[config.mk]
export PLATFORM = sky130hd
export DESIGN_NAME = idft_sym_sched
export DESIGN_NICKNAME = d
export VERILOG_FILES = /design/src/rtl/idft_sym_sched.sv
export SDC_FILE = /design/constraint.sdc
export NUM_CORES = 1
export LEC_CHECK = 0
export BUFFER_PORTS_ARGS = -buffer_cell sky130_fd_sc_hd__buf_4
export CORE_UTILIZATION = 60
export CTS_CLUSTER_SIZE = 14
export DETAILED_ROUTE_END_ITERATION = 7
export HOLD_SLACK_MARGIN = 0.05
export PLACE_DENSITY = 0.84
export SYNTH_ARGS = -nofsm -noshare
export SYNTH_HDL_FRONTEND = slang
export SYNTH_SLANG_ARGS = --single-unit
[constraint.sdc]
create_clock -name clk -period 3.03 [get_ports clk]
set_input_delay 0.7575 -clock clk [delete_from_list [all_inputs] [get_ports clk]]
set_output_delay 0.7575 -clock clk [all_outputs]
set_load 0.02 [all_outputs]
[src/rtl/idft_sym_sched.sv]
// idft_sym_sched: collects 6-byte SLIP frames into 3x10-bit IDFT bin entries, queues them, pops one per symbol boundary.
// Ports: clk, reset (async active-low); i_rx_started/i_rx_byte_done/i_rx_byte/i_rx_ended from slip_rx;
// i_next_req symbol-boundary pop request; o_start start pulse; o_bin0/o_vc/o_bin1 bin values;
// o_level FIFO occupancy; o_frame_err/o_overflow/o_underrun event pulses.
// Macro IDFT_SYM_SCHED_IDLE_ZERO_EN: underrun drives bins to 0 (otherwise they hold last values).
module idft_sym_sched #(
    parameter int DEPTH = 4
) (
    input  logic                    clk,
    input  logic                    reset,
    input  logic                    i_rx_started,
    input  logic                    i_rx_byte_done,
    input  logic [7:0]              i_rx_byte,
    input  logic                    i_rx_ended,
    input  logic                    i_next_req,
    output logic                    o_start,
    output logic [9:0]              o_bin0,
    output logic [9:0]              o_vc,
    output logic [9:0]              o_bin1,
    output logic [$clog2(DEPTH):0]  o_level,
    output logic                    o_frame_err,
    output logic                    o_overflow,
    output logic                    o_underrun
);
    localparam int AW = $clog2(DEPTH);
    localparam int LW = AW + 1;
    typedef enum logic [1:0] {INIT, WAIT_FRAME, COLLECT, COMMIT} state_t;
    state_t state, state_n;
    logic [2:0] cnt, cnt_upd;
    logic err, err_upd, frame_err_n;
    logic [29:0] acc;
    logic [29:0] mem [DEPTH];
    logic [AW-1:0] wr_ptr, rd_ptr;
    logic [4:0] base;
    logic collect_byte, store, restart, push, full, empty, push_ok, pop_ok;
    assign collect_byte = state == COLLECT && i_rx_byte_done && !i_rx_started;
    assign store = collect_byte && cnt < 3'd6;
    assign cnt_upd = cnt + 3'(store);
    assign err_upd = err | (collect_byte && !store);
    assign restart = i_rx_started && (state == WAIT_FRAME || state == COLLECT);
    assign push = state == COMMIT;
    assign full = o_level == LW'(DEPTH);
    assign empty = o_level == '0;
    assign push_ok = push && !full;
    assign pop_ok = i_next_req && !empty;
    // byte k lands in field k/2: even bytes fill bits [7:0], odd bytes bits [9:8]
    assign base = cnt[2:1] == 2'd0 ? 5'd20 : cnt[2:1] == 2'd1 ? 5'd10 : 5'd0;
    always_comb begin
        state_n = state;
        frame_err_n = 1'b0;
        case (state)
            INIT:       state_n = WAIT_FRAME;
            WAIT_FRAME: state_n = i_rx_started ? COLLECT : WAIT_FRAME;
            COLLECT: begin
                if (i_rx_started) begin
                    frame_err_n = 1'b1;
                end else if (i_rx_ended) begin
                    state_n = cnt_upd == 3'd6 && !err_upd ? COMMIT : WAIT_FRAME;
                    frame_err_n = !(cnt_upd == 3'd6 && !err_upd);
                end
            end
            default:    state_n = WAIT_FRAME;
        endcase
    end
    always_ff @(posedge clk or negedge reset) begin
        if (!reset) begin
            state <= INIT;
            cnt <= '0;
            err <= 1'b0;
            wr_ptr <= '0;
            rd_ptr <= '0;
            o_level <= '0;
            o_start <= 1'b0;
            o_frame_err <= 1'b0;
            o_overflow <= 1'b0;
            o_underrun <= 1'b0;
            {o_bin0, o_vc, o_bin1} <= '0;
        end else begin
            state <= state_n;
            cnt <= restart ? 3'd0 : cnt_upd;
            err <= restart ? 1'b0 : err_upd;
            o_start <= state == INIT;
            o_frame_err <= frame_err_n;
            o_overflow <= push && full;
            o_underrun <= i_next_req && empty;
            o_level <= o_level + LW'(push_ok) - LW'(pop_ok);
            if (push_ok) wr_ptr <= wr_ptr + 1'b1;
            if (pop_ok) rd_ptr <= rd_ptr + 1'b1;
            if (pop_ok) {o_bin0, o_vc, o_bin1} <= mem[rd_ptr];
`ifdef IDFT_SYM_SCHED_IDLE_ZERO_EN
            else if (i_next_req) {o_bin0, o_vc, o_bin1} <= '0;
`endif
        end
    end
    always_ff @(posedge clk) begin
        if (store) begin
            if (cnt[0]) acc[base + 8 +: 2] <= i_rx_byte[1:0];
            else acc[base +: 8] <= i_rx_byte;
        end
        if (push_ok) mem[wr_ptr] <= acc;
    end
endmodule

**Word level (Yosys, flattened, before mapping)**

Memories as Yosys holds them, arrays and structs flattened. A register that Yosys moved wholly into a read port is not among the register bits.
Index checks and enable logic that the tools add are counted.

- Register bits after elaboration: 47
- Latch bits: 0
- Bits in writable memories: 120
- ROM bits: 0
- Output and inout port bits: 37
- Word-level logic and storage cells: 73
- Memories kept: 1

- Add/sub/neg operators: 8
- Multiply operators: 0
- Div/mod/pow operators: 0
- Magnitude comparators: 1
- Eq/ne operators: 8
- Shifts and indexed selects: 4
- Muxes and demuxes: 17
- Bitwise gates (word level): 1
- Reductions and logical operators: 22

Memory list:

| name | depth | width | rd ports | clocked after Yosys merged registers in | wr ports | line | text |
|---|---|---|---|---|---|---|---|
| mem | 4 | 30 | 1 | 1 | 1 | 32 | `logic [29:0] mem [DEPTH];` |

Operator list:

| cell | number |
|---|---|
| 30-bit bitwise mux | 2 |
| 6-bit negation with 34-bit output | 1 |
| 2-bit by 34-bit variable shift with 30-bit output, first input constant | 1 |
| 2-bit by 34-bit variable part select with 30-bit output | 1 |
| 30-bit two-way mux | 1 |
| 8-bit by 7-bit variable shift with 30-bit output, first input constant | 1 |
| 8-bit by 7-bit variable part select with 30-bit output | 1 |
| 1-bit logical AND | 10 |
| 2-bit two-way mux | 4 |
| 1-bit zero test | 7 |
| 5-bit negation with 7-bit output | 1 |
| 3-bit by 1-bit adder with 3-bit output | 2 |
| 5-bit by 4-bit adder with 6-bit output, second input constant | 1 |
| 3-bit == test, second input constant | 2 |
| 1-bit two-way mux | 6 |
| 5-bit two-way mux | 1 |
| 2-bit by 1-bit adder with 2-bit output, second input constant | 2 |
| 2-bit by 1-bit == test with 1-bit output, second input constant | 2 |
| 2-bit == test, second input constant | 2 |
| 2-bit zero test | 2 |
| 4-bit two-way mux | 1 |
| 2-bit inequality test, second input constant | 2 |
| 2-bit case mux with 2 select lines | 1 |
| 3-bit zero test | 1 |
| other kinds (6) | 6 |

**Longest topological paths before layout**

Gate-level depths: netlist (run 1).

- Word-level depth: 13
- Gate-level depth with buffers: 10
- Gate-level depth less buffers: 9

**Least setup slack after synthesis (run 1)**

Ideal clock, no wire load.

- Kind: reg-to-reg
- From: register o_level[1]
- To: register o_level[2]
- Arrival time: 2.160 ns
- Data required time: 2.907 ns
- Slack: 0.747 ns
- Cell stages (with the launch flop): 9
- Clock period less this slack: 2.283 ns
- Cells stage by stage: dfrtp_1 -> o31ai_4 -> inv_1 -> clkbuf_1 -> ha_1 -> inv_1 -> ha_1 -> fa_1 -> xnor2_1

- Elaborated cells between the ends (all ways): 8
- Those cells by class: add/sub: 2; eq/ne: 1; reduce/logical: 5

RTL lines:

| element | line | text |
|---|---|---|
| start, declared | 20 | `output logic [$clog2(DEPTH):0] o_level,` |
| start signal, assigned | 86 | `o_level <= o_level + LW'(push_ok) - LW'(pop_ok);` |
| 3-bit zero test | 43 | `assign empty = o_level == '0;` |
| 1-bit zero test | 45 | `assign pop_ok = i_next_req && !empty;` |
| 1-bit logical AND | 45 |  |
| net pop_ok | 35 | `logic collect_byte, store, restart, push, full, empty, push_ok, pop_ok;` |
| 3-bit by 1-bit subtractor with 3-bit output | 86 |  |

The timed path passes the listed nets, and every way through them passes these cells.
A chain may end at the register's enable or synchronous reset.

**Worst setup path in the final report (run 1)**

- From: register state[0]
- To: register state[1]

- Word-level cells in the longest chain between the ends: 13
- Elaborated cells between the ends (all ways): 19
- Those cells by class: add/sub: 1; eq/ne: 5; mux: 4; bitwise: 1; reduce/logical: 8

Ends and longest elaborated chain:

| element | line | text |
|---|---|---|
| start, declared | 28 | `state_t state, state_n;` |
| start signal, assigned | 79 | `state <= state_n;` |
| parallel branches: the longest is 13 deep, another holds 3-bit by 1-bit adder with 3-bit output | -- |  |

Several ways; the timed one is not identified. The select of a mux whose other input is x is not followed.

==> flow_summary_export.csv, run 1 <==
group,metric,value,unit
floorplanning,initial_core_util,62.5,%
synth,synth_cell_type_count,37,
timing,hold_viol,0,
timing,min_period_over_period,78.4,%
floorplanning,coreArea,12200,sq um
clocking,cts_tree,"built",
routing,drtIter0Drc,237,
timing,finClkSkew,0.0101,ns
critical_path,crit_path_start_kind,"flop",
pwr,seq_power_share,46.3,%
pwr,power_frac_comb,26.4,%
min_path,timing.hold.worst.class,"in -> async",
timing,slew_violations,0,
global_routing,grt_overflow,0,
finish,final_common_cell,"edfxtp_1",
critical_path,critPathMaxFanout,9,
clocking,insertion_delay,0.43,ns
finish,fin_nets,533,
floorplanning,chipWidth,115,um
pwr,power,0.00774,W
synth,ys_seq_area_share,74.4,%
critical_path,worstPathArrival,2.74,ns
clocking,clockRootBuffer,"clkbuf_16",
routing,detail-route-antenna-nets,0,
pwr,ir_worst_vdd,0.000654,V
timing,tightest_slew,0.706,ns
finish,area_growth,14.6,%
synth,synth_xor_area_share,0.689,%
finish,final_area,8740,sq um
synth,synth_warnings,0,
finish,final_cell_mix,"edfxtp_1, nand2_1, buf_4",
global_routing,antenna_found_initial,0,
clocking,cts-htree-levels,4,
global_routing,grt_max_degree,48,
placed_design,place_area,8180,sq um
timing,rsz0062_at_grt,"no",
synth,synth_top_family_by_area,"simple AND/OR/NAND/NOR gates",
clocking,cts-hold-fix-buffers,0,
synth,synth.avg_cell_area,17.1,sq um
synth,synth_compound_area_share,1.52,%
critical_path,path_class,"reg -> reg",
synth,synth_cells,446,
finish,drive_gt1_share,26.2,%
synth,synthMuxAreaShare,9.00,%
routing,num_vias,3801,
critical_path,cp.required,3.40,ns
clocking,clkTransAtPathRegs,0.07,ns
global_routing,grt_pass1_vias,4004,
clocking,clockBufferDepth,2,
timing,fin_crit,2.37,ns
pwr,netSwitchingFraction,31.0,%
timing,holdWs,0.341,ns
pwr,leakage,3.25,nW
pwr,internal_power,0.00534,W
pwr,powerDensity,885,nW/um^2
synth,ys_ff_latch,197,
floorplanning,rows,40,
timing,setup_viol,0,
status,status,"complete, no violations",
routing,post_drt_wl_per_cell,18.9,um
global_routing,grt_pass1_wl,20700,um
placed_design,hpwl,8150,um
finish,num_antenna_cells,0,
synth,syn_nets,473,
global_routing,grt.total_usage,22.4,%
synth,syn_area,7630,sq um
clocking,cts_buffers,17,
synth,yosys.area_share.simple,10.1,%
pwr,pwr-share-clk,27.3,%
timing,slew_headroom,52.8,%
floorplanning,dieArea,13200,sq um
timing,fin_setup_tns,0,ns
timing,max_freq,0.421,GHz
synth,synthAdderAreaFrac,2.23,%
critical_path,worstSetupEndpointType,"flop",
clocking,cts_setup_buffers,0,
floorplanning,ios,51,
pwr,p_switching,0.00240,W
routing,wl,13000,um
clocking,cts.sinks,197,
routing,firstDrtPassIters,4,
routing,remaining_drc_errors,0,
placed_design,portBuffers,50,
routing,vias_per_cell,5.53,
floorplanning,die_h,115,um
clocking,ctsResizeCount,0,
job,drv_cap,0,
placed_design,routabilityCongestion,0.755,
path summary, 6_finish.rpt:
| check | from | endpoint | slack [ns] | depth (start not counted) |
|---|---|---|---|---|
| min in group clk | o_vc[5] | o_vc[5] | 0.47 | 2 |
| worst max register to register | state[0] | state[1] | 0.66 | 9 |
| worst min register to register | o_vc[5] | o_vc[5] | 0.47 | 2 |
| max in group asynchronous | reset | rd_ptr[0] | 2.24 | 1 |
| worst min-delay path | reset | o_bin1[7] | 0.34 | 1 |
| worst max-delay path | state[0] | state[1] | 0.66 | 9 |
cells in the mapped netlist:
| cell | number | area, sq um |
|---|---|---|
| a21oi_1 | 4 | 20.0 |
| and2_2 | 6 | 45.0 |
| mux2_2 | 1 | 11.3 |
| a2111oi_4 | 1 | 27.5 |
| and4b_1 | 3 | 30.0 |
| and3_1 | 3 | 18.8 |
| nand2_1 | 95 | 357 |
| nand3b_1 | 1 | 7.51 |
| and2b_2 | 2 | 17.5 |
| inv_1 | 9 | 33.8 |
| o21ai_0 | 1 | 5.00 |
| xor2_1 | 1 | 8.76 |
| and3b_1 | 1 | 8.76 |
| buf_4 | 3 | 22.5 |
| fa_1 | 1 | 20.0 |
| nor3b_1 | 3 | 22.5 |
| a21boi_2 | 1 | 11.3 |
| buf_1 | 4 | 15.0 |
| ha_1 | 12 | 150 |
| a21boi_0 | 2 | 15.0 |
| o22ai_1 | 1 | 6.26 |
| clkbuf_1 | 7 | 26.3 |
| and2_1 | 35 | 219 |
| nand3_1 | 1 | 5.00 |
| a41o_1 | 1 | 10.0 |
| o31ai_4 | 1 | 21.3 |
| mux4_2 | 30 | 676 |
| nor2b_1 | 1 | 6.26 |
| nor3_1 | 2 | 10.0 |
| dfrtp_1 | 47 | 1180 |
| nand2b_1 | 1 | 6.26 |
| xnor2_1 | 5 | 43.8 |
| buf_2 | 2 | 10.0 |
| nor2_1 | 3 | 11.3 |
| edfxtp_1 | 150 | 4500 |
| nor4b_1 | 1 | 8.76 |
| buf_6 | 4 | 45.0 |
worst max-delay path, cell delays in order (launching register included):
cell       delay (ns)
dfrtp_1          0.42
inv_1            0.10
ha_1             0.32
nand3b_1         0.14
nor2_1           0.26
ha_1             0.20
ha_1             0.17
xnor2_1          0.12
a2111oi_4        0.36
a41o_1           0.21
state kept, by name, summed over array words and instances, names as in the netlist:
signal       flops
state            2
o_bin0          10
acc             30
o_level          3
wr_ptr           2
o_frame_err      1
o_underrun       1
o_overflow       1
mem            120
err              1
o_start          1
cnt              3
o_bin1          10
rd_ptr           2
o_vc            10
metal layers:
layer / vias up / wire length, um / GRT usage (%)
met3: 16 / 584 / 5.22
met2: 109 / 7050 / 38.5
li1: 1740 / - / -
met5: - / 0 / 0
met4: 0 / 201 / 9.61
met1: 1936 / 5150 / 27.7
through the flow:
step	utilization (%)	instances	setup WS [ns]
after floorplan	-	446	0.747
after global placement	67.0	655	0.695
after detailed placement	67.0	655	0.565
after CTS	71.6	687	0.702
after global routing	71.6	687	0.443
final	71.6	687	0.655
final cells by class:
type,instances,area (sq um)
multi-input combinational,220,1800
inverter,9,33.8
clock inverter,15,136
timing repair buffer,61,458
tap,168,210
clock buffer,17,425
fill,771,3470
sequential,197,5680
logic make-up (layout without fill, tap and decap cells):
kind of cell               count (synthesis)  count (layout)
AOI/OAI and AO/OA                         12              12
xor gates and xnor gates                   6               6
adders and majority gates                 13              13
buffers and inverters                     29             102
DFF                                      197             197
muxes                                     31              31
and+or+nand+nor                          158             158
power by group through the flow:
stage	Clock, W	Combinational [W]	Sequential (W)
after floorplan	0	0.00116	0.00382
after global placement	0	0.00199	0.00361
after detailed placement	0	0.00206	0.00365
after CTS	0.00215	0.00207	0.00359
after global routing	0.00226	0.00221	0.00364
final	0.00211	0.00204	0.00359
(Power assumes the default switching activity.)
==> run 2, diff against run 1 <==
clock period = 2.3 ns   (was 3.03 ns; I/O delays follow)
==> run 2 against run 1 <==
First-iteration DRC count grew 16%. Clock power grew 46%. Worst hold slack lost 0.16 ns. Register-to-register slack lost 0.48 ns. Clock skew shrank 0.0020 ns. Sequential share of layout area shrank 1.2 points. Sequential power grew 30%. Global-route usage grew 0.27 points. Total power grew 36%. Wire length grew 4.3%. Maximum frequency grew 12%. Largest cell class unchanged.
==> flow_summary_export.csv, run 2 (same netlist as run 1, synthesis figures left out) <==
group,metric,value,unit
status,status,"complete, no violations",
clocking,cts_buffers,17,
floorplanning,ios,51,
finish,num_antenna_cells,0,
timing,setup_viol,0,
finish,final_area,8900,sq um
placed_design,place_area,8270,sq um
timing,fin_setup_tns,0,ns
clocking,cts_tree,"built",
routing,vias_per_cell,5.63,
critical_path,crit_path_start_kind,"flop",
pwr,internal_power,0.00752,W
clocking,ctsResizeCount,0,
global_routing,grt_max_degree,48,
pwr,p_switching,0.00303,W
clocking,insertion_delay,0.42,ns
global_routing,grtUsageMet2,39.1,%
critical_path,cp.required,2.65,ns
pwr,power,0.0106,W
timing,slew_headroom,48.7,%
global_routing,grt.total_usage,22.7,%
floorplanning,die_h,115,um
placed_design,hpwl,8180,um
global_routing,grtUsageMet3,4.53,%
timing,tightest_slew,0.768,ns
timing,min_period_over_period,92.2,%
finish,fin_nets,536,
timing,finClkSkew,0.00808,ns
critical_path,worstSetupEndpointType,"flop",
pwr,netSwitchingFraction,28.7,%
timing,fin_crit,2.12,ns
clocking,cts-hold-fix-buffers,0,
routing,firstDrtPassIters,4,
clocking,cts-htree-levels,4,
timing,setup_slack,0.179,ns
timing,slew_violations,0,
global_routing,antenna_found_initial,0,
finish,drive_gt1_share,26.2,%
min_path,timing.hold.worst.class,"in -> async",
clocking,clockRootBuffer,"clkbuf_16",
critical_path,rrSetupSlack,0.18,ns
placed_design,portBuffers,50,
finish,reg_top3,"mem (120), acc (30)",
placed_design,place_ws,0.104,ns
routing,detail-route-antenna-nets,0,
global_routing,grt_overflow,0,
clocking,cts.sinks,197,
routing,wl,13500,um
routing,drtIter0Drc,274,
floorplanning,coreArea,12200,sq um
placed_design,routabilityCongestion,0.732,
pwr,pwr-share-clk,29.2,%
finish,final_cell_mix,"edfxtp_1, nand2_1, buf_4",
pwr,powerDensity,1190,nW/um^2
pwr,seq_power_share,44.1,%
critical_path,worstPathArrival,2.47,ns
floorplanning,initial_core_util,62.5,%
routing,post_drt_wl_per_cell,19.6,um
clocking,cts_setup_buffers,0,
global_routing,grt_pass1_wl,21300,um
floorplanning,chipWidth,115,um
pwr,ir_worst_vdd,0.000893,V
finish,top_register,"mem",
routing,remaining_drc_errors,0,
floorplanning,dieArea,13200,sq um
critical_path,path_class,"reg -> reg",
finish,area_growth,16.6,%
timing,hold_viol,0,
routing,num_vias,3885,
global_routing,busiest_layer,"met2",
timing,max_freq,0.472,GHz
job,drv_cap,0,
pwr,power_frac_comb,26.7,%
critical_path,rr_worst_depth,7,
global_routing,grtUsageMet1,28.9,%
clocking,clkTransAtPathRegs,0.06,ns
global_routing,grt_pass1_vias,4012,
pwr,leakage,3.32,nW
finish,final_common_cell,"edfxtp_1",
clocking,clockBufferDepth,2,
floorplanning,rows,40,
critical_path,critPathMaxFanout,9,
timing,rsz0062_at_grt,"no",
finish,largest_register_ffs,120,
-- run 2: per-stage QoR --
step | hold WS [ns] | util [%] | instances
6_report | 0.180 | 72.9 | 690
5_1_grt | 0.221 | 72.9 | 690
4_1_cts | 0.186 | 72.9 | 690
3_5_place_dp | 0.464 | 67.7 | 658
3_3_place_gp | 0.459 | 67.7 | 658
2_1_floorplan | 0.279 | - | 446
-- run 2: worst paths after layout --
kind	start	to
min reg2reg	o_vc[2]	o_vc[2]
max	cnt[1]	state[1]
max reg2reg	cnt[1]	state[1]
min in group clk	i_rx_started	err
max in group asynchronous	reset	rd_ptr[0]
min	reset	o_bin1[7]
-- run 2: cell type report --
| type | instances | area (sq um) |
|---|---|---|
| multi-input cells | 220 | 1800 |
| clock buffers | 20 | 457 |
| fillers | 754 | 3310 |
| well taps | 168 | 210 |
| repair buffers | 64 | 543 |
| inverters | 9 | 33.8 |
| clock inverters | 12 | 178 |
| flip-flops and latches | 197 | 5680 |
-- run 2: metal layers --
| metal | up-vias | part of all wire [%] |
|---|---|---|
| met1 | 2003 | 41 |
| met5 | - | 0 |
| met2 | 118 | 53 |
| met4 | 0 | 1.6 |
| met3 | 16 | 4.8 |
| li1 | 1748 | - |
-- run 2: power groups by stage --
stage	Combinational, W	Clock [W]	Sequential [W]
finish	0.00282	0.00308	0.00465
global route	0.00306	0.00326	0.00471
CTS	0.00287	0.00315	0.00466
detailed placement	0.00284	0	0.00472
global placement	0.00276	0	0.00467
floorplan	0.00153	0	0.00504
-- run 2: critical path, cell delays in order, from the launching register on --
cell and delay [ns]:
dfrtp_1 0.50, and2_1 0.29, nor2_1 0.10, ha_1 0.21, ha_1 0.20, xnor2_1 0.18
a2111oi_4 0.37, a41o_1 0.21
